--- config.mk ---
export PLATFORM = sky130hd
export DESIGN_NAME = ex_stage_mdu
export DESIGN_NICKNAME = d
export VERILOG_FILES = /design/src/rtl/ex_stage_mdu.sv
export SDC_FILE = /design/constraint.sdc
export NUM_CORES = 2
export LEC_CHECK = 0
export CORE_ASPECT_RATIO = 1.4
export CORE_MARGIN = 1.5
export CORE_UTILIZATION = 60
export DETAILED_ROUTE_END_ITERATION = 7
export PLACE_DENSITY = 0.83
export SLEW_MARGIN = 40
export SYNTH_ARGS = -nofsm -noshare
export SYNTH_HDL_FRONTEND = slang
export SYNTH_SLANG_ARGS = --single-unit
--- constraint.sdc ---
create_clock -name clk -period 4.95 [get_ports clk]
set_input_delay 0.7425 -clock clk [delete_from_list [all_inputs] [get_ports clk]]
set_output_delay 0.7425 -clock clk [all_outputs]
set_load 0.03 [all_outputs]
--- src/rtl/ex_stage_mdu.sv ---
// Execute stage: forwarding network, single-cycle ALU, iterative RV32M
// multiply/divide unit and the EX/MEM output register with valid/ready handshake.
module ex_stage_mdu #(
    parameter int DATA_W = 32,
    parameter int REG_W  = 5,
    parameter int NFWD   = 2
) (
    input  logic                    clk,
    input  logic                    rst_n,
    input  logic                    in_valid,
    input  logic [3:0]              alu_op,
    input  logic                    alu_src,
    input  logic                    mdu_en,
    input  logic [2:0]              mdu_op,
    input  logic [REG_W-1:0]        rs1,
    input  logic [REG_W-1:0]        rs2,
    input  logic [REG_W-1:0]        rd,
    input  logic [DATA_W-1:0]       reg_data1,
    input  logic [DATA_W-1:0]       reg_data2,
    input  logic [DATA_W-1:0]       imm,
    input  logic [NFWD-1:0]         fwd_we,
    input  logic [NFWD*REG_W-1:0]   fwd_rd,
    input  logic [NFWD*DATA_W-1:0]  fwd_data,
    input  logic                    flush,
    input  logic                    out_ready,
    output logic                    out_valid,
    output logic [DATA_W-1:0]       out_result,
    output logic [DATA_W-1:0]       out_store_data,
    output logic [REG_W-1:0]        out_rd,
    output logic                    stall_req
);

    localparam int CNT_W = (DATA_W > 1) ? $clog2(DATA_W) : 1;
    localparam int SH_W  = (DATA_W > 1) ? $clog2(DATA_W) : 1;
    localparam logic [CNT_W-1:0] CNT_LAST = CNT_W'(DATA_W - 1);

    // ALU opcode encoding
    localparam logic [3:0] ALU_ADD  = 4'd0;
    localparam logic [3:0] ALU_SUB  = 4'd1;
    localparam logic [3:0] ALU_SLL  = 4'd2;
    localparam logic [3:0] ALU_SLT  = 4'd3;
    localparam logic [3:0] ALU_SLTU = 4'd4;
    localparam logic [3:0] ALU_XOR  = 4'd5;
    localparam logic [3:0] ALU_SRL  = 4'd6;
    localparam logic [3:0] ALU_SRA  = 4'd7;
    localparam logic [3:0] ALU_OR   = 4'd8;
    localparam logic [3:0] ALU_AND  = 4'd9;
    localparam logic [3:0] ALU_PASS = 4'd10;

    // RV32M funct3 values that need individual decoding
    localparam logic [2:0] MDU_MUL   = 3'b000;
    localparam logic [2:0] MDU_MULHU = 3'b011;

    typedef enum logic [1:0] {IDLE, BUSY, DONE} state_t;

    state_t              state_q;
    logic [CNT_W-1:0]    cnt_q;
    logic [2:0]          op_q;
    logic                neg_q;
    logic [DATA_W-1:0]   mcand_q;     // multiplicand magnitude or divisor magnitude
    logic [DATA_W-1:0]   acc_q;       // product high half or partial remainder
    logic [DATA_W-1:0]   lo_q;        // multiplier / product low half or dividend / quotient
    logic [REG_W-1:0]    pend_rd_q;
    logic [DATA_W-1:0]   pend_store_q;
    logic                out_valid_q;
    logic [DATA_W-1:0]   out_result_q;
    logic [DATA_W-1:0]   out_store_q;
    logic [REG_W-1:0]    out_rd_q;

    logic [DATA_W-1:0]   opa_fwd, opb_fwd, alu_b, alu_res;
    logic                accept;
    logic                a_signed, b_signed, a_neg, b_neg, neg_d;
    logic [DATA_W-1:0]   a_mag, b_mag, mcand_d, lo_d;
    logic [DATA_W:0]     mul_sum, div_shift, div_diff;
    logic                div_ok;
    logic [2*DATA_W-1:0] prod_fix;
    logic [DATA_W-1:0]   quo_fix, rem_fix, mdu_res;

    function automatic logic [DATA_W-1:0] alu(input logic [3:0] op,
                                              input logic [DATA_W-1:0] a,
                                              input logic [DATA_W-1:0] b);
        logic [SH_W-1:0]   sh;
        logic [DATA_W-1:0] r;
        sh = b[SH_W-1:0];
        case (op)
            ALU_ADD:  r = a + b;
            ALU_SUB:  r = a - b;
            ALU_SLL:  r = a << sh;
            ALU_SLT:  r = {{(DATA_W-1){1'b0}}, $signed(a) < $signed(b)};
            ALU_SLTU: r = {{(DATA_W-1){1'b0}}, a < b};
            ALU_XOR:  r = a ^ b;
            ALU_SRL:  r = a >> sh;
            ALU_SRA:  r = $unsigned($signed(a) >>> sh);
            ALU_OR:   r = a | b;
            ALU_AND:  r = a & b;
            ALU_PASS: r = b;
            default:  r = '0;
        endcase
        return r;
    endfunction

    // Operand forwarding: the youngest matching source wins, x0 is never forwarded
    always_comb begin
        // NOTE: every always_comb output gets a default first so no path can infer a latch.
        opa_fwd = reg_data1;
        opb_fwd = reg_data2;
        for (int i = NFWD - 1; i >= 0; i--) begin
            if (fwd_we[i] && fwd_rd[i*REG_W +: REG_W] == rs1 && rs1 != '0)
                opa_fwd = fwd_data[i*DATA_W +: DATA_W];
            if (fwd_we[i] && fwd_rd[i*REG_W +: REG_W] == rs2 && rs2 != '0)
                opb_fwd = fwd_data[i*DATA_W +: DATA_W];
        end
    end

    assign alu_b     = alu_src ? imm : opb_fwd;
    assign alu_res   = alu(alu_op, opa_fwd, alu_b);
    assign stall_req = (state_q != IDLE) || (out_valid_q && !out_ready);
    assign accept    = in_valid && (state_q == IDLE) && !flush && (!out_valid_q || out_ready);

    // MDU operand setup: convert to magnitudes and remember the final sign fix
    always_comb begin
        a_signed = mdu_op[2] ? !mdu_op[0] : (mdu_op != MDU_MULHU);
        b_signed = mdu_op[2] ? !mdu_op[0] : !mdu_op[1];
        a_neg    = a_signed && opa_fwd[DATA_W-1];
        b_neg    = b_signed && opb_fwd[DATA_W-1];
        a_mag    = a_neg ? -opa_fwd : opa_fwd;
        b_mag    = b_neg ? -opb_fwd : opb_fwd;
        if (!mdu_op[2]) begin
            neg_d   = a_neg ^ b_neg;
            mcand_d = a_mag;
            lo_d    = b_mag;
        end else begin
            // divide by zero keeps the all-ones quotient unsigned; remainder follows the dividend
            neg_d   = mdu_op[1] ? a_neg : ((a_neg ^ b_neg) && (opb_fwd != '0));
            mcand_d = b_mag;
            lo_d    = a_mag;
        end
    end

    // One shift-add or restoring-subtract step, plus final result selection
    always_comb begin
        mul_sum   = {1'b0, acc_q} + {1'b0, (lo_q[0] ? mcand_q : '0)};
        div_shift = {acc_q, lo_q[DATA_W-1]};
        div_diff  = div_shift - {1'b0, mcand_q};
        div_ok    = !div_diff[DATA_W];
        prod_fix  = neg_q ? -{acc_q, lo_q} : {acc_q, lo_q};
        quo_fix   = neg_q ? -lo_q : lo_q;
        rem_fix   = neg_q ? -acc_q : acc_q;
        if (op_q[2])
            mdu_res = op_q[1] ? rem_fix : quo_fix;
        else if (op_q == MDU_MUL)
            mdu_res = prod_fix[DATA_W-1:0];
        else
            mdu_res = prod_fix[2*DATA_W-1:DATA_W];
    end

    // MDU FSM, iteration datapath and EX/MEM output register
    always_ff @(posedge clk or negedge rst_n) begin
        // NOTE: the datapath registers are reset too; they are few and it keeps outputs deterministic.
        if (!rst_n) begin
            state_q      <= IDLE;
            cnt_q        <= '0;
            op_q         <= '0;
            neg_q        <= 1'b0;
            mcand_q      <= '0;
            acc_q        <= '0;
            lo_q         <= '0;
            pend_rd_q    <= '0;
            pend_store_q <= '0;
            out_valid_q  <= 1'b0;
            out_result_q <= '0;
            out_store_q  <= '0;
            out_rd_q     <= '0;
        end else if (flush) begin
            // NOTE: sequential state uses non-blocking assignments so every register samples pre-edge values.
            state_q     <= IDLE;
            cnt_q       <= '0;
            out_valid_q <= 1'b0;
        end else begin
            if (accept && !mdu_en) begin
                out_valid_q  <= 1'b1;
                out_result_q <= alu_res;
                out_store_q  <= opb_fwd;
                out_rd_q     <= rd;
            end else if (state_q == DONE) begin
                out_valid_q  <= 1'b1;
                out_result_q <= mdu_res;
                out_store_q  <= pend_store_q;
                out_rd_q     <= pend_rd_q;
            end else if (out_valid_q && out_ready) begin
                out_valid_q  <= 1'b0;
            end

            case (state_q)
                IDLE: begin
                    if (accept && mdu_en) begin
                        state_q      <= BUSY;
                        cnt_q        <= '0;
                        op_q         <= mdu_op;
                        neg_q        <= neg_d;
                        mcand_q      <= mcand_d;
                        acc_q        <= '0;
                        lo_q         <= lo_d;
                        pend_rd_q    <= rd;
                        pend_store_q <= opb_fwd;
                    end
                end
                BUSY: begin
                    if (op_q[2]) begin
                        acc_q <= div_ok ? div_diff[DATA_W-1:0] : div_shift[DATA_W-1:0];
                        lo_q  <= {lo_q[DATA_W-2:0], div_ok};
                    end else begin
                        acc_q <= mul_sum[DATA_W:1];
                        lo_q  <= {mul_sum[0], lo_q[DATA_W-1:1]};
                    end
                    cnt_q <= cnt_q + CNT_W'(1);
                    if (cnt_q == CNT_LAST)
                        state_q <= DONE;
                end
                DONE: begin
                    state_q <= IDLE;
                    cnt_q   <= '0;
                end
                default: state_q <= IDLE;
            endcase
        end
    end

    assign out_valid      = out_valid_q;
    assign out_result     = out_result_q;
    assign out_store_data = out_store_q;
    assign out_rd         = out_rd_q;

endmodule

==> results of run 1 <==
==> synth_stat cells, drive strengths merged (43+ instances only) <==
library cell / count
ha: 172
nand3: 87
mux2: 83
buf: 65
clkbuf: 212
a31oi: 94
a21o: 53
and3: 43
o211ai: 49
xor2: 66
a211oi: 60
nor3: 113
inv: 178
xnor2: 160
dfrtp: 214
o21ai: 366
nor2: 345
a21oi: 326
nand2: 440
mux2i: 176
nor4: 47
==> kinds of logic after synthesis <==
group | count (synthesis) | share of synthesized area
AOI/OAI and AO/OA | 1363 | 0.309
xor gates and xnor gates | 226 | 0.0684
adders and majority gates | 175 | 0.0765
buffers and inverters | 458 | 0.0619
DFF | 214 | 0.185
muxes | 265 | 0.0979
and+or+nand+nor | 1258 | 0.201
==> through the flow <==
step / TNS (ns) / hold WS, ns
after floorplan: -4.30 / 0.446
after global placement: -22.99 / 0.458
after detailed placement: -29.39 / 0.462
after CTS: 0 / 0.212
==> repair_timing <==
| item | in CTS |
|---|---|
| gates cloned | 1 |
| setup buffers | 24 |
| setup endpoints to repair | 21 |
| resized for setup | 94 |
| pin swaps | 51 |
==> metal layers <==
metal | GRT usage | overflow
met1 | 0.669 | 0
met2 | 0.959 | 259
met3 | 0.381 | 2
met4 | 0.776 | 156
met5 | 0.0138 | 0
==> flow_metrics.py, run 1 <==
metrics = {
    "logic_synthesis": {
        "synth-seq-area-share": 0.185,
        "yosysTopAreaCell": "dfrtp_1",
        "synthDistinctLibCells": 107,
        "synthArstFlopShare": 1.00,
        "yosys_warnings": 0,
        "synth.avg_cell_area_um2": 7.30,
        "ys_seq_elements": 214,
        "syn_area_um2": 28900,
        "synth_edf_count": 0,
        "synthesis.nets": 4335,
        "syn-instance-count": 3959,
        "synth_top_area_frac": 0.185,
        "synthFlopType": "dfrtp_1",
        "ys_top_cells_by_area": "dfrtp_1, ha_1, mux2i_1",
    },
    "placement": {
        "post-place-cells": 5335,
        "detailed_place.area_um2": 37300,
        "hpwl_mm": 123,
        "portBuffers": 271,
        "gp_congestion": 1.25,
        "pre_cts_slack_ns": -1.02,
    },
    "grt": {
        "grt.total_usage": 0.686,
        "grt_first_pass_wirelength_mm": 259,
        "grt_remaining_overflow": 417,
        "grt_pass1_vias": 41400,
        "grt_max_degree": 88,
    },
    "clock_network": {
        "clock_sinks": 214,
        "cts_buffers": 26,
        "hold_buffers": 0,
        "cts-htree-levels": 1,
        "root_buffer": "clkbuf_16",
        "clk_path_buf_depth": 3,
    },
    "die": {
        "start_util": 0.605,
        "rows": 95,
        "die_h_um": 263,
        "die_x_um": 189,
        "io_pins": 272,
    },
    "run_status": {
        "status": "did not finish",
        "firstError": "[ERROR GRT-0116] Global routing finished with congestion. Check the congestion regions in the DRC Viewer.",
        "flow.stopped_at": "global routing (5_1_grt)",
    },
}
==> inputs of run 2 (changes only) <==
- CORE_ASPECT_RATIO: 1.4 -> default
- CORE_UTILIZATION: 60 -> 40
- PLACE_DENSITY: 0.83 -> default
- PLACE_DENSITY_LB_ADDON: default -> 0.15
==> run 2 against run 1 <==
The flow now finishes, with violations (setup timing). Area after synthesis did not move. Synthesized cell count did not move.
==> flow_metrics.py, run 2 <==
metrics = {
    "logic_synthesis": {
        "synth-seq-area-share": 0.185,
        "synth_top_area_frac": 0.185,
        "synthesis.nets": 4335,
        "syn-instance-count": 3959,
        "synthDistinctLibCells": 107,
        "yosysTopAreaCell": "dfrtp_1",
        "synth_common_cells": "nand2_1, nor2_1, o21ai_0",
        "synthFlopType": "dfrtp_1",
        "ys_top_cells_by_area": "dfrtp_1, ha_1, mux2i_1",
        "yosys_warnings": 0,
        "synth.avg_cell_area_um2": 7.30,
        "syn_area_um2": 28900,
        "synthArstFlopShare": 1.00,
        "ys_seq_elements": 214,
        "synth_edf_count": 0,
        "synth.most_common_cell": "nand2_1",
    },
    "grt": {
        "grt_first_pass_wirelength_mm": 247,
        "globalRouteMet1Util": 0.620,
        "grt_pass1_vias": 34600,
        "grt_antenna_before_repair": 7,
        "top_usage_layer": "met2",
        "grt.total_usage": 0.455,
        "grt_max_degree": 96,
        "grt_remaining_overflow": 0,
        "grt_use_met2": 0.664,
        "met3_usage": 0.120,
    },
    "clock_network": {
        "cts-htree-levels": 1,
        "clock_sinks": 214,
        "clk-insertion-delay-late_ns": 0.65,
        "clk_path_buf_depth": 3,
        "cts.clk_slew.worst_paths_ns": 0.06,
        "cts_buffers": 28,
        "cts_tree": "built",
        "root_buffer": "clkbuf_16",
    },
    "power": {
        "power_density_nw_per_um2": 312,
        "p_leak_nw": 18.2,
        "ir_drop_mv": 0.325,
        "power_mw": 12.9,
    },
    "critical_path": {
        "crit_start": "fwd_rd[5]",
        "critPathArrivalTime_ns": 5.56,
        "cp.buffers_inverters": 3,
        "critPathKind": "in2reg",
        "cp.required_ns": 5.46,
        "crit_chain": "buf_6 -> or2_1 -> o21a_1 -> nor3_4 -> buf_6 -> mux2i_2 -> o21a_1 -> nor2_2 -> a21oi_2 -> inv_2 -> ha_4 -> and3_4 -> a221o_1 -> a21oi_2 -> o31ai_4 -> a221o_1 -> a21oi_4 -> o22ai_2 -> o41ai_2 -> mux2i_1 -> nor2_1 -> a2111oi_2 -> a21oi_1",
        "slowest_stage": "a221o_1",
        "cp-end-kind": "flip-flop",
        "cp_top_family": "compound AO/OA/AOI/OAI gates",
        "max_stage_delay_ns": 0.44,
        "worstPathMaxFanout": 4,
        "timing.rr.start": "lo_q[31]",
        "start_kind": "input port",
    },
    "placement": {
        "portBuffers": 271,
        "gp_congestion": 1.11,
        "detailed_place.area_um2": 39000,
        "hpwl_mm": 141,
        "post-place-cells": 5811,
        "pre_cts_slack_ns": -1.44,
    },
    "timing": {
        "slew_headroom": 0.422,
        "finalCritPeriodShare": 1.02,
        "grt_setup_unrepaired": "true",
        "skew_ns": 0.0241,
        "fin_ws_ns": -0.0932,
        "finalCriticalPeriod_ns": 5.04,
        "worst_slew_pin_slew_ns": 0.867,
        "fmax_mhz": 198,
        "setup_violations": 2,
        "hold_violations": 0,
        "holdWs_ns": 0.481,
        "fin_tns_setup_ns": -0.148,
        "slew_viol_final": 0,
    },
    "route": {
        "wl_per_cell_um": 29.6,
        "viasPerCell": 6.36,
        "vias": 37600,
        "wl_mm": 175,
        "first_pass_iters": 7,
        "drc": 0,
        "ant_nets": 0,
        "first_iter_violations": 5464,
    },
    "die": {
        "die_x_um": 272,
        "io_pins": 272,
        "coreArea_um2": 71500,
        "die_h_um": 272,
        "die_area_um2": 73900,
        "start_util": 0.405,
        "rows": 98,
    },
    "finish": {
        "final_util": 0.576,
        "mostFrequentLayoutCells": "buf_4, nand2_1, nor2_1, o21ai_0, a21oi_1",
        "layout_commonest_cell": "buf_4",
        "finalNonFillerCells": 5913,
        "final_cell_area_um2": 41200,
        "area_growth_pct": 42.5,
        "num-fill-cells": 6838,
        "num-nets-final": 5313,
        "drive_gt1_frac": 0.266,
    },
    "run_status": {
        "status": "complete, but fails checks",
        "violations": "setup timing",
    },
    "min_path": {
        "hold_path_class": "reg2reg",
        "min_from": "pend_store_q[3]",
    },
    "job": {
        "drv_cap": 0,
    },
}
## run 2: cell counts after synthesis
Identical to the previous run, type by type.
## run 2: kinds of logic after synthesis
| family | Yosys count | synth area share |
|---|---|---|
| AOI/OAI and AO/OA | 1363 | 0.309 |
| DFF | 214 | 0.185 |
| muxes | 265 | 0.0979 |
| buffers and inverters | 458 | 0.0619 |
| xor gates and xnor gates | 226 | 0.0684 |
| and+or+nand+nor | 1258 | 0.201 |
| adders and majority gates | 175 | 0.0765 |
## run 2: final timing paths
check	end	slack (ns)	cells after the start
max	out_result[29]	-0.09	23
min	pend_store_q[3]	0.48	2
max reg2reg	acc_q[18]	0.43	18
min reg2reg	pend_store_q[3]	0.48	2
max in group asynchronous	out_store_data[6]	3.07	4
min in group asynchronous	cnt_q[3]	0.56	2
## run 2: timing repair
item / 4_1_cts / 5_1_grt
endpoints found under the hold margin: 0 / 11
setup buffers: 23 / 21
hold buffers: 0 / 1
pin swaps: 57 / 61
gates resized for setup: 115 / 108
endpoints found under the setup margin: 24 / 22
## run 2: tightest hold or removal path, delay by kind of cell, from the launching register on
family           cells  cell delay (ns)
DFF                  1             0.34
and+or+nand+nor      2             0.11
## run 2: metal layers
layer | routed length [um] | vias up
met4 | 10300 | 4
met5 | 30 | -
li1 | - | 16600
met1 | 71800 | 18100
met2 | 72000 | 2433
met3 | 20700 | 446
## run 2: where the power goes
group | switching (mW) | internal (mW) | leakage [nW]
Sequential | 0.505 | 2.21 | 2.64
Clock | 1.01 | 1.29 | 0.481
Combinational | 4.65 | 3.20 | 15.1
## run 2: layout make-up
class	instances	area [um2]	area share
Tap cell	950	1190	0.0288
Clock inverter	19	251	0.00610
Timing Repair Buffer	1225	10200	0.248
Inverter	181	679	0.0165
Sequential cell	214	5360	0.130
Antenna cell	5	12.5	0.000304
Clock buffer	32	736	0.0179
Multi-Input combinational cell	3287	22800	0.552
No activity file was read; power rests on OpenSTA's default activity.
